## config.mk

```make
export PLATFORM = sky130hd
export DESIGN_NAME = seg8_scan_rx
export DESIGN_NICKNAME = d
export VERILOG_FILES = /design/src/rtl/seg8_pkg.sv /design/src/rtl/seg8_scan_rx_decode.sv /design/src/rtl/seg8_scan_rx.sv
export SDC_FILE = /design/constraint.sdc
export NUM_CORES = 1
export LEC_CHECK = 0
export ABC_CLOCK_PERIOD_IN_PS = 7100
export BUFFER_PORTS_ARGS = -buffer_cell sky130_fd_sc_hd__buf_2
export CAP_MARGIN = 40
export CORE_UTILIZATION = 40
export DETAILED_ROUTE_END_ITERATION = 6
export PLACE_DENSITY = 0.57
export REMOVE_ABC_BUFFERS = 1
export SLEW_MARGIN = 30
export SYNTH_ARGS = -nofsm -noshare
export SYNTH_HDL_FRONTEND = slang
export SYNTH_HIERARCHICAL = 1
export SYNTH_SLANG_ARGS = --single-unit
```

## constraint.sdc

```tcl
create_clock -name clk -period 7.1 [get_ports clk]
set_clock_uncertainty 0.05 [all_clocks]
set_input_delay 1.065 -clock clk [delete_from_list [all_inputs] [get_ports clk]]
set_output_delay 1.065 -clock clk [all_outputs]
set_load 0.1 [all_outputs]
```

## src/rtl/seg8_pkg.sv

```systemverilog
// Shared seven-segment definitions: pattern constants, receiver FSM states and digit count.
package seg8_pkg;

    localparam int unsigned DIGITS = 4;
    localparam int unsigned NIB_W  = 4;
    localparam int unsigned SEG_W  = 7;
    localparam int unsigned DIG_W  = $clog2(DIGITS);
    localparam int unsigned WORD_W = DIGITS * NIB_W;

    // Segment patterns a..g in bits 0..6, shared with the display driver
    localparam logic [SEG_W-1:0] SEG_0 = 7'h3F;
    localparam logic [SEG_W-1:0] SEG_1 = 7'h06;
    localparam logic [SEG_W-1:0] SEG_2 = 7'h5B;
    localparam logic [SEG_W-1:0] SEG_3 = 7'h4F;
    localparam logic [SEG_W-1:0] SEG_4 = 7'h66;
    localparam logic [SEG_W-1:0] SEG_5 = 7'h6D;
    localparam logic [SEG_W-1:0] SEG_6 = 7'h7D;
    localparam logic [SEG_W-1:0] SEG_7 = 7'h07;
    localparam logic [SEG_W-1:0] SEG_8 = 7'h7F;
    localparam logic [SEG_W-1:0] SEG_9 = 7'h6F;
    localparam logic [SEG_W-1:0] SEG_A = 7'h77;
    localparam logic [SEG_W-1:0] SEG_B = 7'h7C;
    localparam logic [SEG_W-1:0] SEG_C = 7'h39;
    localparam logic [SEG_W-1:0] SEG_D = 7'h5E;
    localparam logic [SEG_W-1:0] SEG_E = 7'h79;
    localparam logic [SEG_W-1:0] SEG_F = 7'h71;

    typedef enum logic [1:0] {
        IDLE    = 2'd0,
        COLLECT = 2'd1,
        DONE    = 2'd2
    } state_t;

endpackage

```

## src/rtl/seg8_scan_rx_decode.sv

```systemverilog
// seg8_decode: combinational segment pattern (decimal point excluded) to {ok, nibble}.
module seg8_decode
    import seg8_pkg::*;
(
    input  logic [SEG_W-1:0] pattern,
    output logic             ok_c,
    output logic [NIB_W-1:0] nibble_c
);

    always_comb begin
        ok_c     = 1'b1;
        nibble_c = '0;
        case (pattern)
            SEG_0:   nibble_c = 4'h0;
            SEG_1:   nibble_c = 4'h1;
            SEG_2:   nibble_c = 4'h2;
            SEG_3:   nibble_c = 4'h3;
            SEG_4:   nibble_c = 4'h4;
            SEG_5:   nibble_c = 4'h5;
            SEG_6:   nibble_c = 4'h6;
            SEG_7:   nibble_c = 4'h7;
            SEG_8:   nibble_c = 4'h8;
            SEG_9:   nibble_c = 4'h9;
            SEG_A:   nibble_c = 4'hA;
            SEG_B:   nibble_c = 4'hB;
            SEG_C:   nibble_c = 4'hC;
            SEG_D:   nibble_c = 4'hD;
            SEG_E:   nibble_c = 4'hE;
            SEG_F:   nibble_c = 4'hF;
            default: ok_c = 1'b0;
        endcase
    end

endmodule

```

## src/rtl/seg8_scan_rx.sv

```systemverilog
// Reconstructs a 16-bit word by snooping a multiplexed 4-digit seven-segment display.
// Optional macro SEG8_RX_DP_EN adds the dp output carrying the per-digit decimal points.
module seg8_scan_rx
    import seg8_pkg::*;
#(
    parameter int unsigned STABLE_CYCLES  = 4,
    parameter int unsigned TIMEOUT_CYCLES = 4096
) (
    input  logic              clk,
    input  logic              rst,
    input  logic [DIGITS-1:0] drains,
    input  logic [7:0]        leds,
    output logic [WORD_W-1:0] data,
    output logic              valid,
    output logic              seg_err,
    output logic              frame_err
`ifdef SEG8_RX_DP_EN
    ,
    output logic [DIGITS-1:0] dp
`endif
);

`ifdef SEG8_RX_DP_EN
    localparam int unsigned PAT_W = 8;
`else
    localparam int unsigned PAT_W = 7;
`endif
    localparam int unsigned PAIR_W = DIGITS + PAT_W;
    localparam int unsigned CNT_W  = 8;
    localparam int unsigned TMO_W  = $clog2(TIMEOUT_CYCLES + 1);

    logic [DIGITS-1:0] drains_s1, drains_s2;
    logic [PAT_W-1:0]  leds_s1, leds_s2;
    logic [PAIR_W-1:0] pair_q;
    logic [CNT_W-1:0]  stab_cnt;
    logic [TMO_W-1:0]  tmo_cnt;
    logic [DIG_W-1:0]  exp_dig;
    logic [WORD_W-1:0] word;
    state_t            state;

    logic              sample_c, dec_ok_c, timeout_c, from_idle_c;
    logic              start_c, advance_c, ooo_c, bad_c;
    logic [NIB_W-1:0]  dec_nib_c;
    logic [DIG_W-1:0]  samp_dig_c;

`ifdef SEG8_RX_DP_EN
    logic [DIGITS-1:0] dp_acc;
`else
    logic unused_dp;
    assign unused_dp = leds[7];
`endif

    // Two-flop synchronizers on the asynchronous display lines
    always_ff @(posedge clk or posedge rst) begin
        if (rst) begin
            drains_s1 <= '0;
            drains_s2 <= '0;
            leds_s1   <= '0;
            leds_s2   <= '0;
        end else begin
            drains_s1 <= drains;
            drains_s2 <= drains_s1;
            leds_s1   <= leds[PAT_W-1:0];
            leds_s2   <= leds_s1;
        end
    end

    // stab_cnt counts how long pair_q has been held; restarts on change or non-one-hot strobe
    always_ff @(posedge clk or posedge rst) begin
        if (rst) begin
            pair_q   <= '0;
            stab_cnt <= '0;
        end else begin
            pair_q <= {drains_s2, leds_s2};
            if (({drains_s2, leds_s2} != pair_q) || !$onehot(drains_s2))
                stab_cnt <= '0;
            else if (stab_cnt != '1)
                stab_cnt <= stab_cnt + CNT_W'(1);
        end
    end

    assign sample_c = $onehot(pair_q[PAIR_W-1:PAT_W]) &&
                      (stab_cnt == CNT_W'(STABLE_CYCLES - 1));

    always_comb begin
        samp_dig_c = '0;
        case (pair_q[PAIR_W-1:PAT_W])
            4'b0010: samp_dig_c = 2'd1;
            4'b0100: samp_dig_c = 2'd2;
            4'b1000: samp_dig_c = 2'd3;
            default: samp_dig_c = 2'd0;
        endcase
    end

    seg8_decode u_decode (
        .pattern  (pair_q[SEG_W-1:0]),
        .ok_c     (dec_ok_c),
        .nibble_c (dec_nib_c)
    );

    // A timeout hands the coincident sample back to IDLE evaluation
    assign timeout_c   = (state == COLLECT) && (tmo_cnt == TMO_W'(TIMEOUT_CYCLES - 1));
    assign from_idle_c = (state != COLLECT) || timeout_c;
    assign bad_c       = sample_c && !dec_ok_c;
    assign start_c     = sample_c && dec_ok_c && (samp_dig_c == '0);
    assign advance_c   = sample_c && dec_ok_c && !from_idle_c && (samp_dig_c == exp_dig);
    assign ooo_c       = sample_c && dec_ok_c && !from_idle_c && (samp_dig_c != exp_dig);

    always_ff @(posedge clk or posedge rst) begin
        if (rst) begin
            state     <= IDLE;
            exp_dig   <= '0;
            tmo_cnt   <= '0;
            word      <= '0;
            data      <= '0;
            valid     <= 1'b0;
            seg_err   <= 1'b0;
            frame_err <= 1'b0;
`ifdef SEG8_RX_DP_EN
            dp_acc    <= '0;
            dp        <= '0;
`endif
        end else begin
            valid     <= 1'b0;
            seg_err   <= 1'b0;
            frame_err <= 1'b0;
            if (state == COLLECT)
                tmo_cnt <= tmo_cnt + TMO_W'(1);
            case (state)
                DONE: begin
                    data  <= word;
                    valid <= 1'b1;
`ifdef SEG8_RX_DP_EN
                    dp    <= dp_acc;
`endif
                    state <= IDLE;
                end
                COLLECT: begin
                    if (timeout_c) begin
                        frame_err <= 1'b1;
                        state     <= IDLE;
                    end
                end
                default: ;
            endcase
            if (bad_c) begin
                seg_err <= 1'b1;
                state   <= IDLE;
            end
            if (ooo_c) begin
                frame_err <= 1'b1;
                state     <= IDLE;
            end
            if (advance_c) begin
                word[{exp_dig, 2'b00} +: NIB_W] <= dec_nib_c;
`ifdef SEG8_RX_DP_EN
                dp_acc[exp_dig] <= pair_q[7];
`endif
                exp_dig <= exp_dig + DIG_W'(1);
                tmo_cnt <= '0;
                state   <= (exp_dig == DIG_W'(DIGITS - 1)) ? DONE : COLLECT;
            end
            // Digit 0 always opens a fresh frame, discarding any partial one
            if (start_c) begin
                word    <= WORD_W'(dec_nib_c);
`ifdef SEG8_RX_DP_EN
                dp_acc  <= DIGITS'(pair_q[7]);
`endif
                exp_dig <= DIG_W'(1);
                tmo_cnt <= '0;
                state   <= COLLECT;
            end
        end
    end

endmodule

```

==> out/metrics.yaml <==
timing:
  grt_setup_unrepaired: "false"
  clock.fmax_ghz: 0.269
  fin_ws_ns: 3.39
  min_period_over_period: 0.523
  worst_pin_slew_ns: 0.799
  hold_viol: 0
  hold_slack_ns: 0.296
  maxSlewViolCount: 0
  fin_crit_ns: 3.71
  fin_setup_tns_ns: 0
  slew_headroom: 0.468
  setup_viol: 0
place:
  hpwl_mm: 5.66
  gp_congestion: 0.814
  numPortBuffers: 31
  dpl_worst_slack_ns: 3.36
synth:
  synth_top_area_cell: "dfrtp_1"
  synth_ff_type: "dfrtp_1"
  synthesis.area_sq_mm: 0.00458
  avgSynthCellArea_sq_um: 10.8
  syn_inst: 425
  synthTopCellsByArea: "dfrtp_1, ha_1, mux2_2"
  ys_ff_latch: 93
  ys_types: 55
  seq_area_frac_synth: 0.509
  synth_edf_count: 0
  yosys_warnings: 6
  synth_top_area_frac: 0.509
  async_flop_share: 1.00
route:
  viasPerCell: 5.34
  post_drt_wl_per_cell_um: 13.9
  drt_pass1_iterations: 4
  remaining_drc_errors: 0
  vias: 3151
  drtIter0Drc: 145
  drt_wl_total_mm: 8.19
  ant_nets: 0
pwr:
  powerDensity_mw_per_mm2: 212
  cellLeakagePower_nw: 2.29
  ir_worst_vdd_uv: 183
die:
  dieWidth_um: 109
  rows: 38
  die_h_um: 109
  num_io_pins: 33
  start_util: 0.417
  fp.coreArea_sq_mm: 0.0110
  dieArea_sq_mm: 0.0119
global_route:
  overflow: 0
  grt_usage: 0.152
  antenna_found_initial: 0
  grt_pass1_wl_mm: 13.8
  grt_max_degree: 47
  grt_pass1_vias: 2899
cells_and_area:
  diodes: 0
  layout-drive-gt1-share: 0.178
  final_nets: 476
  syn2layout_area_growth_pct: 12.3
clock_tree:
  cts_buffer_depth: 2
  cts_tree: "done"
  clockRootBuffer: "clkbuf_16"
  postCtsSetupBuffers: 0
  cts_buffers: 9
  ctsHoldBuffers: 0
  htreeDepth: 3
  clkLatencyLatePin_ns: 0.34
  ctsResizeCount: 0
  clk_pin_slew_worst_paths_ns: 0.07
  clock-sinks: 93
setup_path:
  crit_arrival_ns: 3.90
  start_kind: "flop"
  cp_data_required_time_ns: 7.28
  crit_fanout: 9
  crit_type: "flop to flop"
  end_kind: "flop"
worst_hold_path:
  hold_path.class: "flop to flop"
status:
  status: "complete, no violations"
run:
  max-cap-violations: 0
[flip-flops by register name, indices dropped and copies added, names as in the netlist]
name,flops
drains_s1,4
seg_err,1
state,2
pair_q,11
stab_cnt,8
exp_dig,2
leds_s2,7
frame_err,1
valid,1
drains_s2,4
tmo_cnt,13
leds_s1,7
data,16
word,16
[final timing paths]
kind                       cells after the start    startpoint      endpoint  slack (ns)
max                                           11    pair_q[10]    tmo_cnt[8]        3.39
min                                            0  drains_s1[2]  drains_s2[2]        0.30
max reg2reg                                   11    pair_q[10]    tmo_cnt[8]        3.39
min reg2reg                                    0  drains_s1[2]  drains_s2[2]        0.30
max in group asynchronous                      3           rst  drains_s2[2]        5.58
min in group asynchronous                      2           rst   stab_cnt[1]        0.58
[cells by family (layout without fill, tap and decap cells)]
logic type / after synthesis / count (layout) / share of synthesized area
xor+xnor: 27 / 27 / 0.0517
buf+inv: 54 / 79 / 0.0520
mux: 19 / 19 / 0.0459
compound gates: 70 / 70 / 0.0987
flops: 93 / 93 / 0.509
simple gates: 145 / 145 / 0.193
fa+ha+maj: 17 / 17 / 0.0498
[placed cells by master, fill, tap and decap left out, drive strengths merged, types with 3 or more instances in the layout]
master,synthesis,final
o21ai,11,11
or3b,3,3
nand2b,5,5
o31ai,15,15
o22ai,4,4
nand3,19,19
clkinv,0,3
o211ai,5,5
o2111ai,4,4
clkbuf,14,10
nor3,5,5
and4,3,3
nor4,8,8
or4,12,12
nand2,23,23
nand4,11,11
nor2,24,24
dfrtp,93,93
mux2,16,16
inv,28,29
nand3b,4,4
ha,15,15
a21oi,24,24
nor3b,5,5
xor2,14,14
buf,12,35
xnor2,13,13
and3,8,8
mux2i,3,3
[per-stage QoR]
step | utilization | instance area (sq um) | std cells | total power, mW
global route | 0.468 | 5140 | 590 | 1.14
CTS | 0.467 | 5130 | 589 | 1.11
finish | 0.468 | 5140 | 590 | 1.09
global placement | 0.436 | 4790 | 571 | 0.610
detailed placement | 0.439 | 4820 | 573 | 0.613
floorplan | - | 4440 | 399 | 0.595
[synth_stat cells (all sizes together), types with 13 or more instances]
cell,count
ha,15
xor2,14
clkbuf,14
o31ai,15
nor2,24
mux2,16
xnor2,13
a21oi,24
nand2,23
inv,28
dfrtp,93
nand3,19
[critical path: stages (launching register included)]
cell and delay [ns]:
dfrtp_1 0.47, inv_1 0.08, fa_1 0.48, inv_1 0.04
ha_1 0.17, ha_1 0.27, or4_4 0.54, nor4_4 0.58
nand2_1 0.20, o31ai_2 0.41, buf_4 0.25, nor2_1 0.06
[where the power goes]
group	internal (mW)	switching (mW)	leakage, nW
clock network	0.285	0.204	0.149
logic	0.0210	0.0301	0.922
registers	0.539	0.0119	1.22
total	0.845	0.246	2.29
[area by class of cell]
| cell class | instances | area (sq um) |
|---|---|---|
| Fill cell | 1012 | 5840 |
| Sequential cell | 93 | 2330 |
| Multi-Input combinational cell | 278 | 2020 |
| Clock buffer | 10 | 239 |
| Timing Repair Buffer | 35 | 201 |
| Tap cell | 140 | 175 |
| Inverter | 28 | 106 |
| Clock inverter | 6 | 68.8 |
[routing by layer]
metal	up-vias	wire length, um	GRT usage
li1	1558	-	-
met4	0	147	0.0676
met3	12	282	0.0395
met5	-	0	0
met2	52	3840	0.240
met1	1529	3920	0.197
Power figures use the tool's default switching activity.
